<file path="src/rtl/pending_encoder.sv">
// Sequential N-to-log2(N) encoder: captures request pulses into a pending register and
// streams their indices over valid/ready. Define PENDING_ENC_RR_EN for round-robin priority.
module pending_encoder #(
   parameter int unsigned N = 8,
   parameter int unsigned W = $clog2(N)
) (
   input  logic         clk,
   input  logic         rst_n,
   input  logic [N-1:0] req_i,
   output logic [W-1:0] out_idx,
   output logic         out_valid,
   input  logic         out_ready,
   output logic [N-1:0] pending_o
);

   typedef enum logic [0:0] {StIdle, StPresent} state_e;

   state_e       state_q, state_d;
   logic [W-1:0] idx_q, idx_d;
   logic [N-1:0] pending_q, pending_d;
   logic [N-1:0] cand;
   logic [N-1:0] sel_mask;
   logic [W-1:0] sel_idx;
   logic [W-1:0] probe;
   logic [W-1:0] base;
   logic         sel_found;

   assign cand = pending_q | req_i;

`ifdef PENDING_ENC_RR_EN
   logic [W-1:0] ptr_q, ptr_d;
   assign base = ptr_q + W'(1);
`else
   assign base = '0;
`endif

   // N is a power of two, so the W-bit add wraps the search modulo N.
   always_comb begin
      sel_found = 1'b0;
      sel_idx   = '0;
      probe     = '0;
      for (int i = 0; i < N; i++) begin
         probe = base + W'(i);
         if (!sel_found && cand[probe]) begin
            sel_found = 1'b1;
            sel_idx   = probe;
         end
      end
   end

   always_comb begin
      sel_mask          = '0;
      sel_mask[sel_idx] = 1'b1;
   end

   always_comb begin
      state_d   = state_q;
      idx_d     = idx_q;
      pending_d = cand;
`ifdef PENDING_ENC_RR_EN
      ptr_d     = ptr_q;
`endif
      unique case (state_q)
         StIdle: begin
            if (cand != '0) begin
               state_d   = StPresent;
               idx_d     = sel_idx;
               pending_d = cand & ~sel_mask;
`ifdef PENDING_ENC_RR_EN
               ptr_d     = sel_idx;
`endif
            end else begin
               pending_d = '0;
            end
         end
         StPresent: begin
            // On stall the presented index holds and new requests accumulate.
            if (out_ready) begin
               if (cand != '0) begin
                  idx_d     = sel_idx;
                  pending_d = cand & ~sel_mask;
`ifdef PENDING_ENC_RR_EN
                  ptr_d     = sel_idx;
`endif
               end else begin
                  state_d   = StIdle;
                  pending_d = '0;
               end
            end
         end
         default: state_d = StIdle;
      endcase
   end

   always_ff @(posedge clk or negedge rst_n) begin
      if (!rst_n) begin
         state_q   <= StIdle;
         idx_q     <= '0;
         pending_q <= '0;
`ifdef PENDING_ENC_RR_EN
         ptr_q     <= W'(N - 1);
`endif
      end else begin
         state_q   <= state_d;
         idx_q     <= idx_d;
         pending_q <= pending_d;
`ifdef PENDING_ENC_RR_EN
         ptr_q     <= ptr_d;
`endif
      end
   end

   assign out_valid = (state_q == StPresent);
   assign out_idx   = idx_q;
   assign pending_o = pending_q;

endmodule

</file>
<file path="config.mk">
export PLATFORM = sky130hd
export DESIGN_NAME = pending_encoder
export DESIGN_NICKNAME = d
export VERILOG_FILES = /design/src/rtl/pending_encoder.sv
export SDC_FILE = /design/constraint.sdc
export NUM_CORES = 1
export LEC_CHECK = 0
export CORE_AREA = 4 4 41 43
export DETAILED_ROUTE_END_ITERATION = 8
export DIE_AREA = 0 0 45 47
export PLACE_DENSITY_LB_ADDON = 0.05
export SYNTH_ARGS = -nofsm -noshare
export SYNTH_HDL_FRONTEND = slang
export SYNTH_SLANG_ARGS = --single-unit
export TNS_END_PERCENT = 5
</file>
<file path="constraint.sdc">
create_clock -name clk -period 2.6 [get_ports clk]
set_input_delay 0.52 -clock clk [delete_from_list [all_inputs] [get_ports clk]]
set_output_delay 0.52 -clock clk [all_outputs]
set_load 0.1 [all_outputs]
</file>
* Word-level counts from Yosys, hierarchy flattened *
Index checks and enable logic that the tools add are counted.

word-level totals
  register bits = 12
  bits of input ports = 11
  output and inout port bits = 12
  logic and storage cells = 51

cells by class
  magnitude comparators = 2
  equality and inequality tests = 1
  multiplexer cells = 25
  bitwise gates (word level) = 4
  reductions and logical operators = 16

operators by type and width
  operator            number
  $mux 3              6
  $mux 8              2
  $pmux 8 s2          1
  $mux 1              11
  $and 8x8->8         1
  $logic_and 1x1->1   8
  $not 8->8           1
  $or 8x8->8          1
  $reduce_bool 8->1   1
  $logic_not 1->1     7
  $pmux 3 s2          1
  $lt 3x4->1 const B  1
  $mux 2              2
  $demux 1 s3         1
  $ge 3x1->1 const B  1
  $ne 2x2->1 const B  1
  $pmux 1 s2          1
  $not 1->1           1

* Logic depth before layout (Yosys ltp) *
Gate-level depths: netlist of the first run.

  word-level depth = 32
  gate-level depth with buffers = 4
  gate-level depth less buffers = 4

* Worst setup path after synthesis of the first run *
Ideal clock, no wire load.

  path type = flip-flop to flip-flop
  start point = reg pending_q[0], in the netlist pending_o[0]
  end point = reg idx_q[1], in the netlist out_idx[1]
  setup time = 0.126 ns
  data arrival time = 2.102 ns
  data required time = 2.474 ns
  path slack = 0.372 ns
  cell stages (with the launch flop) = 5
  path buffers = 0
  period minus slack after synthesis = 2.228 ns
  path through = dfrtp_1 > or4_4 > and4bb_2 > a21oi_2 > mux2_4

between the ends
  cells in the longest elaborated chain, start to end = 26
  elaborated cells on any way between the ends = 32
  those cells by class = mux (16); bitwise (1); reduce/logical (15)

ends and longest elaborated chain
  element                   RTL line  text
  start: declaration        20        logic [N-1:0] pending_q, pending_d;
  start signal: assignment  106       pending_q <= pending_d;
  $or 8x8->8 *              28        assign cand = pending_q | req_i;
  $mux 1                    44        if (!sel_found && cand[probe]) begin
  $logic_not 1->1           44
  $logic_and 1x1->1         44
  $mux 1                    44
  $logic_not 1->1           44
  $logic_and 1x1->1         44
  $mux 1                    44
  [... 10 more ...]         -
  $logic_and 1x1->1         44
  $mux 1                    44
  $logic_not 1->1           44
  $logic_and 1x1->1         44
  $mux 3                    44
  $mux 3 *                  65, 79
  $mux 3                    78        if (out_ready) begin
  $pmux 3 s2 *              63        unique case (state_q)
  end signal: assignment    105       idx_q <= idx_d;
  end: declaration          19        logic [W-1:0] idx_q, idx_d;

Mark *: on every way between the ends. The rest lies on a longest branch, timed or not. The select of a mux whose other input is x is not followed.
A chain may end at the register's enable or synchronous reset.

* Final worst setup path of the first run *
  start point = in req_i[2]
  end point = reg idx_q[1], in the netlist out_idx[1]

between the ends
  cells in the longest elaborated chain, start to end = 21
  elaborated cells on any way between the ends = 27
  those cells by class = mux (14); bitwise (1); reduce/logical (12)

ends and longest elaborated chain
  element             RTL line  text
  start: declaration  9         input logic [N-1:0] req_i,
  $or 8x8->8 *        28
  $logic_and 1x1->1   44
  $mux 1              44
  $logic_not 1->1     44
  $logic_and 1x1->1   44
  $mux 1              44
  $logic_not 1->1     44
  $logic_and 1x1->1   44
  [... 5 more ...]    -
  $logic_and 1x1->1   44
  $mux 1              44
  $logic_not 1->1     44
  $logic_and 1x1->1   44
  $mux 3              44
  $mux 3 *            65, 79
  $mux 3              78
  $pmux 3 s2 *        63

Marks and branches as above.

==> results of run 1 <==
[critical path, cell delays in order]
cell             delay [ns]
clkdlybuf4s50_1        0.41
or4_1                  0.59
and4bb_2               0.36
a21oi_2                0.08
mux2_4                 0.30
[routing by layer]
layer,vias up,track usage (%)
li1,249,-
met4,0,7.02
met5,-,0
met3,2,3.07
met1,245,17.7
met2,14,21.2
[worst max-delay path by stage]
stage,to,slack (ns),startpoint,cells past startpoint
2_1_floorplan,out_idx[1],0.37,pending_o[0],4
3_3_place_gp,out_idx[1],0.25,req_i[2],5
5_1_grt,out_idx[1],0.45,req_i[2],5
3_5_place_dp,out_idx[1],0.21,req_i[2],5
6_report,out_idx[1],0.49,req_i[2],5
4_1_cts,out_idx[1],0.49,req_i[2],5
[cells in the mapped netlist, types with 3 or more instances]
master   instances
dfrtp_1         12
nor2_1          13
a21oi_1          4
a31oi_1          3
[kinds of logic after synthesis]
| kind of cell | share of synthesized area, % |
|---|---|
| AND/OR/NAND/NOR | 22.9 |
| flip-flops | 54.4 |
| AO/OA/AOI/OAI | 20.0 |
| multiplexers | 2.72 |
[registers in the layout, indices dropped and copies added (netlist names)]
register   cells
out_idx        3
pending_o      8
out_valid      1
[cell type report]
class                      instances  area [um^2]  area share (%)
clock buffer                       3         22.5            2.85
multi-input combinational         38          251            31.8
sequential                        12          300            38.0
tap                               15         18.8            2.37
timing repair buffer              23          198            25.0
[stage by stage]
step                      cells  hold slack (ns)  cell area [um^2]  power (W)
after floorplan              50            0.224               552   0.000266
after global placement       88            0.501               768   0.000303
after detailed placement     88            0.484               768   0.000303
after CTS                    91            0.500               791   0.000414
after global routing         91            0.507               791   0.000427
final                        91            0.494               791   0.000405
[where the power goes]
| part | switching [W] | leakage [nW] | internal [W] | total, W |
|---|---|---|---|---|
| clock network | 0.0000523 | 0.0138 | 0.0000534 | 0.000106 |
| logic | 0.0000702 | 0.174 | 0.0000304 | 0.000101 |
| registers | 0.00000535 | 0.123 | 0.000193 | 0.000199 |
| total | 0.000128 | 0.310 | 0.000277 | 0.000405 |
[placed cells by master (no fill, tap or decap)]
cell | Yosys | layout
o41ai_1 | 1 | 1
a21oi_2 | 1 | 1
nor4_4 | 1 | 1
nor2_1 | 13 | 13
clkdlybuf4s50_1 | 0 | 10
a2111oi_0 | 1 | 1
and2b_2 | 1 | 1
nand3_1 | 1 | 1
a31oi_1 | 3 | 3
a21o_1 | 1 | 1
dfrtp_1 | 12 | 12
and4bb_2 | 1 | 1
nand2b_1 | 1 | 1
buf_4 | 0 | 13
o31a_1 | 1 | 1
nor3_1 | 1 | 1
a211oi_1 | 1 | 1
clkbuf_4 | 0 | 3
or4_4 | 1 | 1
o21ai_0 | 1 | 1
or4_1 | 1 | 1
mux2_4 | 1 | 1
o311ai_0 | 1 | 1
o21a_1 | 1 | 1
a21oi_1 | 4 | 4
==> flow_summary.toml, run 1 <==
[status]
status = "complete, no violations"

[synth]
synth_area_per_cell_um2 = 11.0
async_flop_share_pct = 100
yosysUniqueCellTypes = 22
yosysWarnings = 0
synth_top_area_cell = "dfrtp_1"
synthFlopType = "dfrtp_1"
synth_area_um2 = 552
ys_ff_latch = 12
ys_seq_area_share_pct = 54.4
synth_edf_count = 0
synthCells = 50
synth_top_cell_area_share_pct = 54.4
synth_fp_nets = 61
synth_area_leaders = "dfrtp_1 54%, nor2_1 8.8%, nor4_4 3.9%, a21oi_1 3.6%, a31oi_1 3.4%"

[floorplan]
die_h_um = 47
die_area_mm2 = 0.00212
start_util_pct = 42.4
die_x_um = 45
io_pins = 23
core_area_mm2 = 0.00130
rows = 13

[cts]
cts-root-buf = "clkbuf_4"
path_clk_slew_ns = 0.06
clockBufferDepth = 2
clk_latency_ns = 0.26
post_cts_resized = 0
cts_max_level = 1
cts_inserted_buffers = 3
cts_tree = "done"
cts_setup_buffers = 0
cts.sinks = 12
hold_buffers = 0

[grt]
grt-ovfl-total = 0
grt_pass1_vias = 475
grt_pass1_wl_mm = 2.05
grt_usage_pct = 13.6
antenna_found_initial = 0
grt_max_degree = 13

[setup_path]
rrSetupSlack_ns = 0.79
cp.arrival_ns = 2.26
start_kind = "input pin"
crit_path_end_kind = "flop"
rr_worst_depth = 4
required_ns = 2.75
crit_type = "input pin to flop"
timing.rr.start = "pending_o[2]"
r2r-end = "out_idx[1]"
critical_path.max_fanout = 3

[routing]
drt-met1-wl_um = 569
wl_met3_um = 87
avgRoutedWirePerCell_um = 13.9
wl_met2_um = 601
wirelength_mm = 1.26
vias = 510
drc_errors = 0
highest_layer = "met4"
drtIter0Drc = 9
viasPerCell = 5.60
drt-pass1-iter-count = 4
ant_nets = 0

[run]
maxCapViolCount = 0

[sta]
fin_crit_sh_pct = 81.2
finalHoldViolations = 0
max_slew.worst_pin.slew_ns = 0.530
tns_ns = 0
period_needed_ns = 2.11
fmax_mhz = 473
final.setup.worst_slack_ns = 0.488
skew_ns = 0.000680
setup_viol = 0
slew_viol_final = 0
timing.slew.headroom_pct = 64.6
grt_setup_unrepaired = "no"

[place]
dpl.hpwl_mm = 1.03
place_worst_setup_slack_ns = 0.214
io_buffers = 22
place_congestion = 0.756

[cells_and_area]
drive_above_1_share_pct = 28.9
nFillCells = 107
final_util_pct = 60.8
areaGrowthSynthToFinish_pct = 43.3
nets = 89
antenna_cells = 0

[hold_path]
hold_path.class = "flop to flop"
hold_end = "out_idx[2]"
hold_path.startpoint = "out_idx[2]"
whs_path_depth = 1

[power]
peakVddDrop_mv = 0.305
p_leak_nw = 0.310
power.density_mw_per_mm2 = 512
Power figures use the tool's default switching activity.
==> inputs of run 2 (changes only) <==
--- a/config.mk
+++ b/config.mk
@@ -5,9 +5,9 @@
 export SDC_FILE = /design/constraint.sdc
 export NUM_CORES = 1
 export LEC_CHECK = 0
-export CORE_AREA = 4 4 41 43
+export CORE_MARGIN = 4
+export CORE_UTILIZATION = 40
 export DETAILED_ROUTE_END_ITERATION = 8
-export DIE_AREA = 0 0 45 47
 export PLACE_DENSITY_LB_ADDON = 0.05
 export SYNTH_ARGS = -nofsm -noshare
 export SYNTH_HDL_FRONTEND = slang
==> constraint.sdc (replaced) <==
create_clock -name clk -period 2 [get_ports clk]
set_input_delay 0.4 -clock clk [delete_from_list [all_inputs] [get_ports clk]]
set_output_delay 0.4 -clock clk [all_outputs]
set_load 0.1 [all_outputs]
==> run 2 against run 1 <==
Effect of this change:
- wire length grew 10%
- combinational power grew 36%
- sequential power grew 30%
- non-clock buffer count grew 6
- setup slack lost 0.44 ns
- clock skew grew 0.0093 ns
- count of clock-buffer cells in the layout grew 1
- die area shrank 3.7%
- critical path depth is the same
- largest cell class unchanged
==> flow_summary.toml, run 2 (synthesis results as in run 1) <==
[setup_path]
cp_top_family = "simple AND/OR/NAND/NOR gates"
critical-path-max-stage-delay_ns = 0.55
rrSetupSlack_ns = 0.22
crit_type = "input pin to flop"
timing.rr.start = "pending_o[2]"
cp.arrival_ns = 2.12
rr_worst_depth = 4
path_buf_inv = 1
critical_path.max_fanout = 3
crit_path_cell_trace = "clkdlybuf4s50_1 > or4_4 > and4bb_2 > a21oi_2 > mux2_4"
r2r-end = "out_idx[1]"
start_kind = "input pin"
required_ns = 2.17
crit_path_end_kind = "flop"
slowest_stage = "or4_4"

[sta]
fmax_mhz = 513
timing.slew.headroom_pct = 63.9
worst_hold_slack_ns = 0.465
tns_ns = 0
skew_ns = 0.00998
period_needed_ns = 1.95
slew_viol_final = 0
setup_viol = 0
fin_crit_sh_pct = 97.4
finalHoldViolations = 0
max_slew.worst_pin.slew_ns = 0.540

[floorplan]
start_util_pct = 42.4
die_area_mm2 = 0.00204
die_x_um = 45.1
io_pins = 23
core_area_mm2 = 0.00130
rows = 13
die_h_um = 45.1

[routing]
drtIter0Drc = 17
wirelength_mm = 1.39
vias = 536
avgRoutedWirePerCell_um = 14.2
drt-pass1-iter-count = 4
viasPerCell = 5.47
drc_errors = 0
ant_nets = 0

[cells_and_area]
drive_above_1_share_pct = 42.2
final_cell_mix = "18 x buf_4, 13 x nor2_1, 10 x clkdlybuf4s50_1"
final_common_cell = "buf_4"
areaGrowthSynthToFinish_pct = 58.0
nFillCells = 115
multi_input_area_um2 = 255
antenna_cells = 0
ff_latch_area_um2 = 307
nets = 95
largest_reg_flops = 8

[place]
dpl.hpwl_mm = 1.12
place_congestion = 0.765
io_buffers = 22

[cts]
hold_buffers = 0
clk_latency_ns = 0.28
cts_tree = "done"
cts.sinks = 12
cts-root-buf = "clkbuf_4"
cts_inserted_buffers = 3
post_cts_resized = 0
cts_max_level = 1
clockBufferDepth = 2
cts_setup_buffers = 0
path_clk_slew_ns = 0.08

[run]
maxCapViolCount = 0

[hold_path]
hold_path.class = "input pin to asynchronous set/reset pin"

[grt]
grt_pass1_wl_mm = 2.17
grt-ovfl-total = 0
grt_max_degree = 13
grt_usage_pct = 14.7
antenna_found_initial = 0
grt_pass1_vias = 503

[power]
power.density_mw_per_mm2 = 679
p_leak_nw = 0.353
peakVddDrop_mv = 0.515

[status]
status = "complete, no violations"
[run 2: changes by cell type in the layout (fill, tap and decap cells not counted), sizes merged]
cell    delta
buf        +6
clkbuf     +1
[run 2: power by group]
group,internal [W],total [W],switching (W)
Clock,0.000111,0.000196,0.0000855
Sequential,0.000252,0.000259,0.00000696
Combinational,0.0000435,0.000137,0.0000938
Total,0.000406,0.000592,0.000186
[run 2: area by class of cell]
cell class | instances | area share [%]
Timing Repair Buffer | 29 | 29.3
Multi-Input combinational cell | 38 | 29.3
Sequential cell | 12 | 35.2
Tap cell | 15 | 2.15
Clock buffer | 4 | 4.16
[run 2: per-stage QoR]
| stage | power (W) | setup WS [ns] | utilization (%) | std cells | area [um^2] |
|---|---|---|---|---|---|
| after floorplan | 0.000347 | -0.0189 | - | 50 | 558 |
| after global placement | 0.000399 | -0.227 | 63.9 | 94 | 832 |
| after detailed placement | 0.000401 | -0.243 | 63.9 | 94 | 832 |
| after CTS | 0.000595 | 0.0338 | 66.7 | 98 | 868 |
| after global routing | 0.000611 | -0.00713 | 67.0 | 98 | 872 |
| final | 0.000592 | 0.0521 | 67.0 | 98 | 872 |
[run 2: per-layer routing]
metal | track usage, % | vias to the layer above | part of all wire [%]
li1 | - | 255 | -
met1 | 18.7 | 252 | 41
met2 | 23.7 | 25 | 50
met3 | 5.18 | 4 | 8.0
met4 | 3.51 | 0 | 0.86
met5 | 0 | - | 0
[run 2: worst max-delay path by stage]
stage,cells past startpoint,endpoint,slack (ns),startpoint
after floorplan,4,out_idx[1],-0.02,pending_o[0]
after detailed placement,5,out_idx[1],-0.24,req_i[2]
final,5,out_idx[1],0.05,req_i[2]
after global routing,5,out_idx[1],-0.007,req_i[2]
after global placement,5,out_idx[1],-0.23,req_i[2]
after CTS,5,out_idx[1],0.03,req_i[2]
